--- src/rtl/alu_seq_pkg.sv ---
`default_nettype none
`timescale 1ns/1ps
// ----------------------------------------------------------------------------
// alu_seq_pkg : shared state encoding and constants for alu_op_sequencer
// Revision 1.0
// ----------------------------------------------------------------------------
package alu_seq_pkg;

  localparam int   DATA_W = 8;
  localparam logic OP_ADD = 1'b0;
  localparam logic OP_SUB = 1'b1;

  typedef enum logic [1:0] {
    IDLE    = 2'd0,
    ISSUE   = 2'd1,
    CAPTURE = 2'd2,
    RESP    = 2'd3
  } state_t;

endpackage
`default_nettype wire

--- src/rtl/alu_op_sequencer_if.sv ---
`default_nettype none
`timescale 1ns/1ps
// ----------------------------------------------------------------------------
// alu_op_sequencer_if : request, ALU-drive and response channels of the sequencer
// Revision 1.0
// ----------------------------------------------------------------------------
interface alu_op_sequencer_if #(
  parameter int TAG_W = 4,
  parameter int CNT_W = 16
);
  import alu_seq_pkg::*;

  logic              req_valid;
  logic              req_ready;
  logic [DATA_W-1:0] req_a;
  logic [DATA_W-1:0] req_b;
  logic              req_sub;
  logic [TAG_W-1:0]  req_tag;

  logic [DATA_W-1:0] alu_opa;
  logic [DATA_W-1:0] alu_opb;
  logic              alu_sel;
  logic [DATA_W-1:0] alu_res;

  logic              rsp_valid;
  logic              rsp_ready;
  logic [DATA_W-1:0] rsp_res;
  logic [TAG_W-1:0]  rsp_tag;
  logic              rsp_zero;
  logic              rsp_neg;
  logic              rsp_carry;
  logic              rsp_ovf;
  logic [CNT_W-1:0]  op_count;

  // master: the sequencer itself
  modport master (
    input  req_valid, req_a, req_b, req_sub, req_tag, alu_res, rsp_ready,
    output req_ready, alu_opa, alu_opb, alu_sel,
    output rsp_valid, rsp_res, rsp_tag, rsp_zero, rsp_neg, rsp_carry, rsp_ovf, op_count
  );

  // slave: control path, ALU instance and response consumer
  modport slave (
    output req_valid, req_a, req_b, req_sub, req_tag, alu_res, rsp_ready,
    input  req_ready, alu_opa, alu_opb, alu_sel,
    input  rsp_valid, rsp_res, rsp_tag, rsp_zero, rsp_neg, rsp_carry, rsp_ovf, op_count
  );

endinterface
`default_nettype wire

--- src/rtl/alu_flags.sv ---
`default_nettype none
`timescale 1ns/1ps
// ----------------------------------------------------------------------------
// alu_flags : combinational zero/neg/carry/overflow from operands, select and result
// Revision 1.0
// ----------------------------------------------------------------------------
module alu_flags
  import alu_seq_pkg::*;
(
  input  logic [DATA_W-1:0] i_a,
  input  logic [DATA_W-1:0] i_b,
  input  logic              i_sel,
  input  logic [DATA_W-1:0] i_res,
  output logic              o_zero,
  output logic              o_neg,
  output logic              o_carry,
  output logic              o_ovf
);

  logic w_is_sub;
  logic w_add_cout;
  logic w_a_msb;
  logic w_b_msb;
  logic w_r_msb;

  assign w_is_sub = (i_sel == OP_SUB);
  assign w_a_msb  = i_a[DATA_W-1];
  assign w_b_msb  = i_b[DATA_W-1];
  assign w_r_msb  = i_res[DATA_W-1];

  // A + B overflows the data width exactly when A exceeds (all-ones - B) = ~B
  assign w_add_cout = (i_a > ~i_b);

  assign o_zero  = (i_res == '0);
  assign o_neg   = w_r_msb;
  assign o_carry = w_is_sub ? (i_a < i_b) : w_add_cout;
  assign o_ovf   = w_is_sub ? ((w_a_msb != w_b_msb) && (w_r_msb != w_a_msb))
                            : ((w_a_msb == w_b_msb) && (w_r_msb != w_a_msb));

endmodule
`default_nettype wire

--- src/rtl/alu_op_sequencer.sv ---
`default_nettype none
`timescale 1ns/1ps
// ----------------------------------------------------------------------------
// alu_op_sequencer : issues one request at a time to the registered ALU and returns a flagged response
// Revision 1.0
// ----------------------------------------------------------------------------
module alu_op_sequencer
  import alu_seq_pkg::*;
#(
  parameter int TAG_W = 4,
  parameter int CNT_W = 16
) (
  input  logic               clk,
  input  logic               rst_n,
  alu_op_sequencer_if.master bus
);

  state_t            r_state;
  logic              r_req_ready;
  logic              r_rsp_valid;
  logic [DATA_W-1:0] r_alu_opa;
  logic [DATA_W-1:0] r_alu_opb;
  logic              r_alu_sel;
  logic [TAG_W-1:0]  r_tag;
  logic [DATA_W-1:0] r_rsp_res;
  logic [TAG_W-1:0]  r_rsp_tag;
  logic              r_zero;
  logic              r_neg;
  logic              r_carry;
  logic              r_ovf;
  logic [CNT_W-1:0]  r_op_count;

  logic              w_zero;
  logic              w_neg;
  logic              w_carry;
  logic              w_ovf;

  // The ALU operand registers only change on accept, so they double as the
  // captured operand copies the flags are derived from.
  alu_flags u_flags (
    .i_a     (r_alu_opa),
    .i_b     (r_alu_opb),
    .i_sel   (r_alu_sel),
    .i_res   (bus.alu_res),
    .o_zero  (w_zero),
    .o_neg   (w_neg),
    .o_carry (w_carry),
    .o_ovf   (w_ovf)
  );

  always_ff @(posedge clk or negedge rst_n) begin
    if (!rst_n) begin
      r_state     <= IDLE;
      r_req_ready <= 1'b1;
      r_rsp_valid <= 1'b0;
      r_alu_opa   <= '0;
      r_alu_opb   <= '0;
      r_alu_sel   <= OP_ADD;
      r_tag       <= '0;
      r_rsp_res   <= '0;
      r_rsp_tag   <= '0;
      r_zero      <= 1'b0;
      r_neg       <= 1'b0;
      r_carry     <= 1'b0;
      r_ovf       <= 1'b0;
      r_op_count  <= '0;
    end else begin
      case (r_state)
        IDLE: begin
          if (bus.req_valid && r_req_ready) begin
            r_alu_opa   <= bus.req_a;
            r_alu_opb   <= bus.req_b;
            r_alu_sel   <= bus.req_sub;
            r_tag       <= bus.req_tag;
            r_req_ready <= 1'b0;
            r_state     <= ISSUE;
          end
        end
        ISSUE: begin
          r_state <= CAPTURE;
        end
        CAPTURE: begin
          r_rsp_res   <= bus.alu_res;
          r_rsp_tag   <= r_tag;
          r_zero      <= w_zero;
          r_neg       <= w_neg;
          r_carry     <= w_carry;
          r_ovf       <= w_ovf;
          r_rsp_valid <= 1'b1;
          r_state     <= RESP;
        end
        RESP: begin
          if (bus.rsp_ready) begin
            r_rsp_valid <= 1'b0;
            r_req_ready <= 1'b1;
            if (r_op_count != {CNT_W{1'b1}}) begin
              r_op_count <= r_op_count + CNT_W'(1);
            end
            r_state <= IDLE;
          end
        end
        default: begin
          r_state <= IDLE;
        end
      endcase
    end
  end

  assign bus.req_ready = r_req_ready;
  assign bus.alu_opa   = r_alu_opa;
  assign bus.alu_opb   = r_alu_opb;
  assign bus.alu_sel   = r_alu_sel;
  assign bus.rsp_valid = r_rsp_valid;
  assign bus.rsp_res   = r_rsp_res;
  assign bus.rsp_tag   = r_rsp_tag;
  assign bus.rsp_zero  = r_zero;
  assign bus.rsp_neg   = r_neg;
  assign bus.rsp_carry = r_carry;
  assign bus.rsp_ovf   = r_ovf;
  assign bus.op_count  = r_op_count;

endmodule
`default_nettype wire

--- src/flat_wrapper.sv ---
// flat-port wrapper written by rule: the top's interface ports become plain ports
module alu_op_sequencer_flat import alu_seq_pkg::*;
#(
  parameter int TAG_W = 4,
  parameter int CNT_W = 16
)
  (clk, rst_n, bus_req_valid, bus_req_a, bus_req_b, bus_req_sub, bus_req_tag, bus_alu_res, bus_rsp_ready, bus_req_ready, bus_alu_opa, bus_alu_opb, bus_alu_sel, bus_rsp_valid, bus_rsp_res, bus_rsp_tag, bus_rsp_zero, bus_rsp_neg, bus_rsp_carry, bus_rsp_ovf, bus_op_count);
  alu_op_sequencer_if #(.TAG_W(TAG_W), .CNT_W(CNT_W)) bus_i ();
  input  logic clk;
  input  logic rst_n;
  input wire logic [$bits(bus_i.req_valid)-1:0] bus_req_valid;
  input wire logic [$bits(bus_i.req_a)-1:0] bus_req_a;
  input wire logic [$bits(bus_i.req_b)-1:0] bus_req_b;
  input wire logic [$bits(bus_i.req_sub)-1:0] bus_req_sub;
  input wire logic [$bits(bus_i.req_tag)-1:0] bus_req_tag;
  input wire logic [$bits(bus_i.alu_res)-1:0] bus_alu_res;
  input wire logic [$bits(bus_i.rsp_ready)-1:0] bus_rsp_ready;
  output wire logic [$bits(bus_i.req_ready)-1:0] bus_req_ready;
  output wire logic [$bits(bus_i.alu_opa)-1:0] bus_alu_opa;
  output wire logic [$bits(bus_i.alu_opb)-1:0] bus_alu_opb;
  output wire logic [$bits(bus_i.alu_sel)-1:0] bus_alu_sel;
  output wire logic [$bits(bus_i.rsp_valid)-1:0] bus_rsp_valid;
  output wire logic [$bits(bus_i.rsp_res)-1:0] bus_rsp_res;
  output wire logic [$bits(bus_i.rsp_tag)-1:0] bus_rsp_tag;
  output wire logic [$bits(bus_i.rsp_zero)-1:0] bus_rsp_zero;
  output wire logic [$bits(bus_i.rsp_neg)-1:0] bus_rsp_neg;
  output wire logic [$bits(bus_i.rsp_carry)-1:0] bus_rsp_carry;
  output wire logic [$bits(bus_i.rsp_ovf)-1:0] bus_rsp_ovf;
  output wire logic [$bits(bus_i.op_count)-1:0] bus_op_count;
  assign bus_i.req_valid = bus_req_valid;
  assign bus_i.req_a = bus_req_a;
  assign bus_i.req_b = bus_req_b;
  assign bus_i.req_sub = bus_req_sub;
  assign bus_i.req_tag = bus_req_tag;
  assign bus_i.alu_res = bus_alu_res;
  assign bus_i.rsp_ready = bus_rsp_ready;
  assign bus_req_ready = bus_i.req_ready;
  assign bus_alu_opa = bus_i.alu_opa;
  assign bus_alu_opb = bus_i.alu_opb;
  assign bus_alu_sel = bus_i.alu_sel;
  assign bus_rsp_valid = bus_i.rsp_valid;
  assign bus_rsp_res = bus_i.rsp_res;
  assign bus_rsp_tag = bus_i.rsp_tag;
  assign bus_rsp_zero = bus_i.rsp_zero;
  assign bus_rsp_neg = bus_i.rsp_neg;
  assign bus_rsp_carry = bus_i.rsp_carry;
  assign bus_rsp_ovf = bus_i.rsp_ovf;
  assign bus_op_count = bus_i.op_count;
  alu_op_sequencer #(.TAG_W(TAG_W), .CNT_W(CNT_W)) u_core (.clk(clk), .rst_n(rst_n), .bus(bus_i));
endmodule
--- config.mk ---
export PLATFORM = sky130hd
export DESIGN_NAME = alu_op_sequencer_flat
export DESIGN_NICKNAME = d
export VERILOG_FILES = /design/src/rtl/alu_seq_pkg.sv /design/src/rtl/alu_op_sequencer_if.sv /design/src/rtl/alu_flags.sv /design/src/rtl/alu_op_sequencer.sv /design/src/flat_wrapper.sv
export SDC_FILE = /design/constraint.sdc
export NUM_CORES = 1
export LEC_CHECK = 0
export BUFFER_PORTS_ARGS = -buffer_cell sky130_fd_sc_hd__buf_2
export CAP_MARGIN = 15
export CELL_PAD_IN_SITES_DETAIL_PLACEMENT = 0
export CELL_PAD_IN_SITES_GLOBAL_PLACEMENT = 1
export CORE_MARGIN = 4
export CORE_UTILIZATION = 40
export CTS_BUF_LIST = sky130_fd_sc_hd__clkbuf_4 sky130_fd_sc_hd__clkbuf_8 sky130_fd_sc_hd__clkbuf_16
export CTS_CLUSTER_SIZE = 40
export DETAILED_ROUTE_END_ITERATION = 8
export GPL_ROUTABILITY_DRIVEN = 0
export MAX_ROUTING_LAYER = met4
export PLACE_DENSITY = 0.76
export SYNTH_ARGS = -nofsm -noshare
export SYNTH_HDL_FRONTEND = slang
export SYNTH_HIERARCHICAL = 1
export SYNTH_SLANG_ARGS = --single-unit
export TNS_END_PERCENT = 1
--- constraint.sdc ---
create_clock -name clk -period 2.5 [get_ports clk]
set_input_delay 0.375 -clock clk [delete_from_list [all_inputs] [get_ports clk]]
set_output_delay 0.375 -clock clk [all_outputs]
set_load 0.03 [all_outputs]
==> metrics.md, run 1 <==
| Metric | Value |
|---|---|
| Status | complete, no violations |
| Final core occ | 0.521 |
| Final Non-Filler Cells | between 400 and 500 |
| Clock-pin slew on the worst setup and hold paths | 60 ps |
| Initial Util | 0.412 |
| Die height | between 90 and 100 microns |
| Final setup viols | 0 |
| Setup Buffers After CTS | 0 |
| Detailed Route Iter0 Violations | 36 |
| Area of the die | about 8400 sq um |
| Post-Place Cells | just over 400 |
| Synth unique cells | 36 |
| Yosys reg bits | 57 |
| Synthesized area | 2800 sq um |
| Die width | just over 90 microns |
| RSZ-0062 raised after global routing | false |
| CTS tree | yes |
| Hold Slack | a little over 200 ps |
| Fillcell total | 642 |
| PortBufs | 83 |
| Worst setup EP type | flip-flop |
| Leading area contributor after synthesis | dfrtp_1 |
| Io pins | 84 |
| Top FF cell, synth | dfrtp_1 |
| Final Max Tran Viols | 0 |
| CP Launch Type | flip-flop |
| YS warnings | 6 |
| Clk root buf | clkbuf_8 |
| Share of the synthesized area in the top cell type | 0.501 |
| Start point of the critical path | u_core/bus.op_count[0] |
| Share of post-route cells with drive strength above 1 | 0.444 |
| Vias | between 2,000 and 2,500 |
| Fin crit period | 1910 ps |
| Multi-input logic area | between 1000 and 1500 sq um |
| Avg Cell Area, Syn | between 10 and 15 sq um |
| Worst r2r src | u_core/bus.op_count[0] |
| Most frequent cell after synthesis | dfrtp_1 |
| Grt ovf | 0 |
| CTS max path bufs | 2 |
| Sequential Area | approximately 1400 sq um |
| DRT Pass-1 Iters | 4 |
| Initial antenna violation count | 0 |
| Critical path peak fanout | 12 |
| Setup WS pre-CTS | roughly 630 ps |
| Sequential element share of the synthesized area | 0.510 |
| Worst min path class | in2async |
| Leakage | between 1.5 and 2 nW |
| Detailed Route WL | a little under 6 mm |
| Clock Latency Late Sink | ~330 ps |
| Async S/R FF share, synth | 1.00 |
| CORE AREA | 6790 sq um |
| PD cells | 530 nW/um^2 |
| Gr usage total | 0.153 |
| Nets@finish | around 370 |
| Final worst path period share | 0.763 |
| Detailed Place HPWL | about 4.3 mm |
| Slew at the pin with the worst max-slew slack | just over 700 ps |
| Clk sinks | 57 |
| Htree depth | 3 |
| Top cells by count, synth | 56 x dfrtp_1, 38 x mux2_2, 21 x ha_1 |
| Worst path required time | approximately 2700 ps |
| Reg-to-reg critical path endpoint | u_core/bus.op_count[13] |
| Routed wire per std cell | about 14 microns |
| R2R Setup Slk | around 590 ps |
| Final instance area | 3540 sq um |
| Row count | 30 |
| First-pass GRT wire length | approximately 9.8 mm |
| # Max-Cap Violations | 0 |
| Crit-path max cell delay | 590 ps |
| Worst Setup Slack, final | 593 ps |
| CTS Hold Bufs | 0 |
| Pwr Total | between 1.5 and 2 mW |
| Relative slew margins | 0.519 |
| DRT antenna net count | 0 |
| Reg2reg path depth | 5 |
| Vias/cell | slightly below 5 |
| Final TNS setup | 0 ps |
| Syn nets | ~280 |
| Cts repair resizes | 0 |
| EDFF count, synth | 0 |
| Largest net degree at the start of global routing | 58 |
| ANT cells | 0 |
| Cts bufs inserted | 9 |
| Worst vdd ir | between 0.2 and 0.3 mV |
| F_max | about 0.52 GHz |
| Vias in the first global route | 2,020 |
| Layout area overhead | 26.4% |
| Arrival @ worst endpoint | approximately 2100 ps |
| Worst setup path end | u_core/bus.op_count[13] |
| Setup Skew | about 9.0 ps |
| Final Hold Fails | 0 |
| Slowest CP cell | o41a_1 |
| Critical path class | reg2reg |
| CP cell instances | ha_1 -> nand4_1 -> o41a_1 -> and4bb_1 -> xor2_1 |
| Placed Area | between 3000 and 4000 sq um |
| Synthesized instance count | approximately 230 |
| DR DRC count | 0 |
| Top post-synthesis cells by area | dfrtp_1 50%, mux2_2 15%, ha_1 9.4%, xnor2_1 3.8%, inv_1 2.1% |
-- registers in the layout (all words and copies together) (netlist names), 2 cells and up --
signal,cells
u_core/bus.op_count,16
u_core/bus.rsp_res,8
u_core/bus.alu_opb,8
u_core/bus.rsp_tag,4
u_core/r_tag,4
u_core/bus.alu_opa,8
u_core/r_state,2
-- worst min-delay path by stage --
stage | cells after the start | startpoint | slack [ps] | to
floorplan | 0 | rst_n | 80 | u_core/bus.alu_opa[0]
global placement | 1 | u_core/r_tag[1] | 480 | u_core/bus.rsp_tag[1]
detailed placement | 1 | u_core/r_tag[3] | 490 | u_core/bus.rsp_tag[3]
CTS | 2 | rst_n | 210 | u_core/bus.rsp_tag[0]
global route | 2 | rst_n | 250 | u_core/r_tag[0]
finish | 2 | rst_n | 200 | u_core/bus.rsp_zero
-- worst max-delay path: cells and delay by family, from the launching register on --
family | cells | cell delay, ps
DFF | 1 | 420
AOI/OAI and AO/OA | 1 | 590
xor gates and xnor gates | 1 | 140
and+or+nand+nor | 2 | 400
adders and majority gates | 1 | 240
-- layout make-up --
type | count | share of cell area
Inverter | 16 | 0.0170
Sequential cell | 57 | 0.404
Multi-Input combinational cell | 149 | 0.361
Timing Repair Buffer | 86 | 0.124
Tap cell | 96 | 0.0340
Clock buffer | 14 | 0.0509
Clock inverter | 2 | 0.00990
-- where the power goes --
group          total [mW]  switching (mW)  internal, mW  leakage (nW)
registers           0.923               0         0.923         0.788
logic              0.0475          0.0274        0.0201          1.07
clock network       0.903           0.340         0.563         0.114
total                1.87           0.367          1.51          1.97
-- cell usage in the layout (no fill, tap or decap), drive strengths merged --
cell,instances
mux2,38
bufinv,1
nand4,8
a32o,1
and4,2
nor2,11
o2111ai,1
nor4,1
inv,16
xnor2,12
nand2,11
nand3,6
buf,86
a221oi,1
and4bb,1
clkbuf,14
clkinv,1
xor2,5
dfrtp,56
nor3,1
and3,3
o21bai,1
o41a,1
o21ai,5
or4,2
dfstp,1
a21o,1
o22ai,1
a41oi,1
nor2b,5
ha,21
and2,1
o211ai,2
a21oi,6
-- metal layers --
metal / wire length [microns] / track usage / vias to the layer above
met5: 0 / - / -
met4: 68 / 0.0641 / 0
met3: 294 / 0.0435 / 6
met2: 2780 / 0.232 / 58
met1: 2690 / 0.192 / 987
li1: - / - / 981
-- cell families after synthesis --
kind of cell / share of synthesized area
compound gates: 0.0519
xor+xnor: 0.0532
fa+ha+maj: 0.0939
buf+inv: 0.0340
flops: 0.510
mux: 0.153
simple gates: 0.104
No activity file was read; power rests on OpenSTA's default activity.
==> inputs of run 2 (changes only) <==
==> constraint.sdc (replaced) <==
create_clock -name clk -period 1.9 [get_ports clk]
set_input_delay 0.285 -clock clk [delete_from_list [all_inputs] [get_ports clk]]
set_output_delay 0.285 -clock clk [all_outputs]
set_load 0.03 [all_outputs]
==> run 2 against run 1 <==
Cell area increased by 3.3%. Power increased by 29%. Largest power group unchanged. Sequential share of layout area decreased by 1.2 points. Flip-flop and latch count unchanged. Critical endpoint is now u_core/bus.rsp_carry.
==> metrics.md, run 2 (synthesis gave the netlist of run 1 again) <==
| Metric | Value |
|---|---|
| Nets@finish | 383 (+2.7%) |
| Worst vdd ir | 0.399 mV (+36%) |
| Largest net degree at the start of global routing | 42 (-28%) |
| Detailed Route WL | 5.93 mm (+1.6%) |
| Arrival @ worst endpoint | 2020 ps (-90 ps) |
| Relative slew margins | 0.648 (+0.130) |
| Placed Area | 3430 sq um (+3.2%) |
| Clock-pin slew on the worst setup and hold paths | 70 ps (about the same) |
| Routed wire per std cell | 13.8 microns (-0.73%) |
| Start point of the critical path | u_core/bus.alu_opb[3] |
| Die width | 91.7 microns (unchanged) |
| DRT antenna net count | 0 (unchanged) |
| # Max-Cap Violations | 0 (unchanged) |
| Clk sinks | 57 (unchanged) |
| Vias | 2,070 (+1.9%) |
| Share of post-route cells with drive strength above 1 | 0.473 (+0.0286) |
| Die height | 91.7 microns (unchanged) |
| Final instance area | 3650 sq um (+3.3%) |
| Hold Slack | 180 ps (-23.7 ps) |
| Slew at the pin with the worst max-slew slack | 523 ps (-198 ps) |
| Max reg flops | 16 (unchanged) |
| Worst r2r src | u_core/bus.alu_opb[3] |
| Final Max Tran Viols | 0 (unchanged) |
| Detailed Place HPWL | 4.43 mm (+3.3%) |
| Commonest non-fill, non-tap cells in the layout | 83 x buf_2, 54 x dfrtp_1, 38 x mux2_2, 18 x ha_1, 16 x inv_1 |
| Setup Skew | 8.10 ps (-0.917 ps) |
| Gr usage total | 0.152 (-0.00138) |
| Fin crit period | 1800 ps (-103 ps) |
| Initial antenna violation count | 0 (unchanged) |
| PD cells | 662 nW/um^2 (+25%) |
| CP Launch Type | flip-flop |
| Cts bufs inserted | 9 (unchanged) |
| Setup WS pre-CTS | 76.9 ps (-557 ps) |
| Final Hold Fails | 0 (unchanged) |
| Final TNS setup | 0 ps (unchanged) |
| Io pins | 84 (unchanged) |
| Reg2reg path depth | 7 (+2) |
| Area of the die | 8400 sq um (unchanged) |
| Hold depth | 2 |
| Status | complete, no violations |
| CTS max path bufs | 2 (unchanged) |
| Critical path peak fanout | 4 (-8) |
| CTS tree | yes |
| Clock Latency Late Sink | 330 ps (about the same) |
| Commonest non-fill, non-tap cell in the layout | buf_2 |
| F_max | 0.554 GHz (+5.7%) |
| CORE AREA | 6790 sq um (unchanged) |
| ANT cells | 0 (unchanged) |
| Final setup viols | 0 (unchanged) |
| RSZ-0062 raised after global routing | false |
| PortBufs | 83 (unchanged) |
| DR DRC count | 0 (unchanged) |
| First-pass GRT wire length | 9.72 mm (-0.91%) |
| Leakage | 2.02 nW (+2.8%) |
| Initial Util | 0.412 (unchanged) |
| Clk root buf | clkbuf_8 |
| Vias in the first global route | 2,111 (+4.5%) |
| Final core occ | 0.538 (+0.0173) |
| Grt ovf | 0 (unchanged) |
| Hold_sp | bus_req_b[1] |
| Layout area overhead | 30.6% |
| Row count | 30 (unchanged) |
| Worst min path class | in2reg |
| Detailed Route Iter0 Violations | 46 (+28%) |
| Worst setup EP type | flip-flop |
| Htree depth | 3 (unchanged) |
| Final worst path period share | 0.950 (+0.187) |
| DRT Pass-1 Iters | 4 (unchanged) |
| Worst path required time | 2110 ps (-600 ps) |
| Critical path class | reg2reg |
| Vias/cell | 4.81 (-0.50%) |
| Worst Setup Slack, final | 95.3 ps (-497 ps) |
## run 2: per-stage QoR
stage | instances | power, mW
final | 430 | 2.42
after global routing | 430 | 2.53
after CTS | 430 | 2.46
after detailed placement | 413 | 1.31
after global placement | 413 | 1.31
after floorplan | 228 | 1.24
## run 2: power breakdown
part / switching (mW) / total, mW / leakage (nW) / internal, mW
logic: 0.0368 / 0.0675 / 1.13 / 0.0307
clock network: 0.456 / 1.14 / 0.108 / 0.681
registers: 0 / 1.21 / 0.785 / 1.21
## run 2: final cells by class
cell class                 instances  area (sq um)
tap                               96           120
inverter                          16          60.1
clock inverter                     3          40.0
multi-input combinational        149          1300
clock buffer                      13           160
fill                             634          3140
sequential                        57          1430
timing repair buffer              96           541
## run 2: worst max-delay path, cell delays in order (launching register included)
cell and delay [ps]:
dfrtp_1 390, inv_1 60, ha_1 330, inv_1 80, a221oi_2 270, o211ai_1 110
a32o_1 210, mux2_2 260
## run 2: metal layers
layer | GRT usage | share of wire
met3 | 0.0468 | 0.055
met1 | 0.177 | 0.45
met5 | - | 0
met2 | 0.243 | 0.49
met4 | 0.0603 | 0.012
## run 2: worst paths after layout
kind / endpoint / slack [ps]
setup / recovery: u_core/bus.rsp_carry / 100
hold / removal: u_core/bus.alu_opb[1] / 180
setup reg to reg: u_core/bus.rsp_carry / 100
hold reg to reg: u_core/bus.op_count[15] / 490
max in group asynchronous: u_core/bus.req_ready / 870
min in group asynchronous: u_core/bus.alu_opa[2] / 430
## run 2: what timing repair did
action / in CTS / in global routing
hold buffers: 1 / 0
buffers inserted: 0 / 0
hold endpoints to repair: 16 / 0
setup endpoints to repair: 0 / 1
resized for setup: 0 / 2
==> inputs of run 3 (changes only) <==
--- a/config.mk
+++ b/config.mk
@@ -17,6 +17,7 @@
 export GPL_ROUTABILITY_DRIVEN = 0
 export MAX_ROUTING_LAYER = met4
 export PLACE_DENSITY = 0.76
+export RECOVER_POWER = 25
 export SYNTH_ARGS = -nofsm -noshare
 export SYNTH_HDL_FRONTEND = slang
 export SYNTH_HIERARCHICAL = 1
==> run 3 against run 2 <==
Flip-flop and latch count unchanged. Cell count unchanged. Critical endpoint unchanged. Global-route usage unchanged. Cell area about the same. Register-to-register slack about the same. Utilization about the same. Clock power about the same. Via count increased by 0.14%. Die area unchanged.
==> metrics.md, run 3 (synthesis gave the netlist of run 1 again) <==
| Metric | Value |
|---|---|
| Worst setup EP type | flip-flop |
| F_max | 0.554 GHz (unchanged) |
| Nets@finish | 383 (unchanged) |
| Die height | 91.7 microns (unchanged) |
| Setup WS pre-CTS | 76.9 ps (unchanged) |
| Clk root buf | clkbuf_8 |
| Relative slew margins | 0.336 (-0.312) |
| DR DRC count | 0 (unchanged) |
| Reg2reg path depth | 7 (unchanged) |
| Final Hold Fails | 0 (unchanged) |
| Reg-to-reg critical path endpoint | u_core/bus.rsp_carry |
| # Max-Cap Violations | 0 (unchanged) |
| Final Max Tran Viols | 0 (unchanged) |
| Clock Latency Late Sink | 330 ps (about the same) |
| Worst min path class | in2reg |
| Max reg flops | 16 (unchanged) |
| Detailed Route WL | 5.93 mm (about the same) |
| Final setup viols | 0 (unchanged) |
| Vias/cell | 4.82 (+0.14%) |
| DRT Pass-1 Iters | 4 (unchanged) |
| DRT antenna net count | 0 (unchanged) |
| Final worst path period share | 0.950 (unchanged) |
| CP Launch Type | flip-flop |
| PD cells | 662 nW/um^2 (about the same) |
| Largest net degree at the start of global routing | 42 (unchanged) |
| Setup Skew | 8.10 ps (unchanged) |
| Sequential Area | 1430 sq um (unchanged) |
| Final TNS setup | 0 ps (unchanged) |
| Hold_sp | bus_req_b[1] |
| Share of post-route cells with drive strength above 1 | 0.470 (-0.00299) |
| Layout area overhead | 30.5% (about the same) |
| Clk sinks | 57 (unchanged) |
| Arrival @ worst endpoint | 2020 ps (about the same) |
| Logic gate share of total power | 0.028 (about the same) |
| Vias | 2,073 (+0.14%) |
| R2R Setup Slk | 100 ps (about the same) |
| PortBufs | 83 (unchanged) |
| Status | complete, no violations |
| Hold EP | u_core/bus.alu_opb[1] |
| Row count | 30 (unchanged) |
| Htree depth | 3 (unchanged) |
| Detailed Place HPWL | 4.43 mm (unchanged) |
| Leakage | 2.02 nW (-0.14%) |
| Clock power frac | 0.470 (about the same) |
| Detailed Route Iter0 Violations | 48 (+4.3%) |
| RSZ-0062 raised after global routing | false |
| Critical path class | reg2reg |
| Routed wire per std cell | 13.8 microns (about the same) |
| Worst Setup Slack, final | 95.3 ps (unchanged) |
| Cts bufs inserted | 9 (unchanged) |
| CTS max path bufs | 2 (unchanged) |
| Internal Pwr Total | 1.93 mW (about the same) |
| CORE AREA | 6790 sq um (unchanged) |
| Worst vdd ir | 0.399 mV (unchanged) |
| Seq pwr share | 0.502 (about the same) |
| Hold depth | 2 (unchanged) |
| Slew at the pin with the worst max-slew slack | 996 ps (+472 ps) |
| Worst path required time | 2110 ps (about the same) |
| Vias in the first global route | 2,111 (unchanged) |
| Grt ovf | 0 (unchanged) |
| Commonest non-fill, non-tap cells in the layout | 82 x buf_2, 54 x dfrtp_1, 38 x mux2_2, 18 x ha_1, 16 x inv_1 |
| First-pass GRT wire length | 9.72 mm (unchanged) |
| Commonest non-fill, non-tap cell in the layout | buf_2 |
| Fillcell total | 634 (unchanged) |
| Area of the die | 8400 sq um (unchanged) |
| Fin crit period | 1800 ps (unchanged) |
| Initial antenna violation count | 0 (unchanged) |
| Gr usage total | 0.152 (unchanged) |
| Clock-pin slew on the worst setup and hold paths | 70 ps (about the same) |
| Multi-input logic area | 1300 sq um (unchanged) |
| ANT cells | 0 (unchanged) |
| CTS tree | yes |
| Switching Share | 0.204 (about the same) |
| Die width | 91.7 microns (unchanged) |
| Worst r2r src | u_core/bus.alu_opb[3] |
| NetSw | 0.493 mW (about the same) |
| Critical path peak fanout | 4 (unchanged) |
| Io pins | 84 (unchanged) |
| Initial Util | 0.412 (unchanged) |
run 3: cell types whose count changed in the layout (fill, tap and decap cells not counted), sizes merged:
cell,before,now
clkbuf,13,14
buf,95,94
run 3: cell type report:
class                      instances  area share
sequential                        57       0.391
multi-input combinational        149       0.357
timing repair buffer              96       0.148
clock buffer                      13      0.0438
tap                               96      0.0329
inverter                          16      0.0164
clock inverter                     3      0.0110
run 3: what timing repair did:
action	4_1_cts	5_1_grt
setup endpoints to repair	0	1
hold endpoints to repair	16	0
hold buffers	1	0
setup buffers	0	0
resized for setup	0	2
run 3: worst max path at each step:
stage,from,to,slack (ps)
after detailed placement,u_core/bus.alu_opa[6],u_core/bus.rsp_carry,80
after global placement,u_core/bus.alu_opa[6],u_core/bus.rsp_carry,140
after CTS,u_core/bus.alu_opa[6],u_core/bus.rsp_carry,70
after global routing,u_core/bus.alu_opb[3],u_core/bus.rsp_carry,20
final,u_core/bus.alu_opb[3],u_core/bus.rsp_carry,100
after floorplan,u_core/bus.alu_opb[3],u_core/bus.rsp_carry,20
run 3: layer usage:
layer / global-route usage / vias up / part of all wire
li1: - / 996 / -
met1: 0.177 / 1012 / 0.45
met2: 0.243 / 59 / 0.49
met3: 0.0468 / 6 / 0.054
met4: 0.0603 / 0 / 0.012
met5: - / - / 0
run 3: power by group through the flow:
stage / registers (mW) / clock network [mW] / logic (mW)
floorplan: 1.24 / 0 / 0.00472
global placement: 1.24 / 0 / 0.0695
detailed placement: 1.24 / 0 / 0.0694
CTS: 1.21 / 1.18 / 0.0712
global route: 1.21 / 1.24 / 0.0793
finish: 1.21 / 1.14 / 0.0674
run 3: metrics by stage:
step | util | power [mW] | hold slack, ps | area (sq um) | instances
after global placement | 0.505 | 1.31 | 243 | 3430 | 413
after global routing | 0.538 | 2.53 | 161 | 3650 | 430
after CTS | 0.536 | 2.46 | 167 | 3640 | 430
after floorplan | - | 1.24 | -10.6 | 2810 | 228
final | 0.538 | 2.42 | 180 | 3650 | 430
after detailed placement | 0.505 | 1.31 | 245 | 3430 | 413
run 3: worst max-delay path: stages, from the launching register on:
cell	delay, ps
dfrtp_1	390
inv_1	60
ha_1	330
inv_1	80
a221oi_2	270
o211ai_1	110
a32o_1	210
mux2_2	260
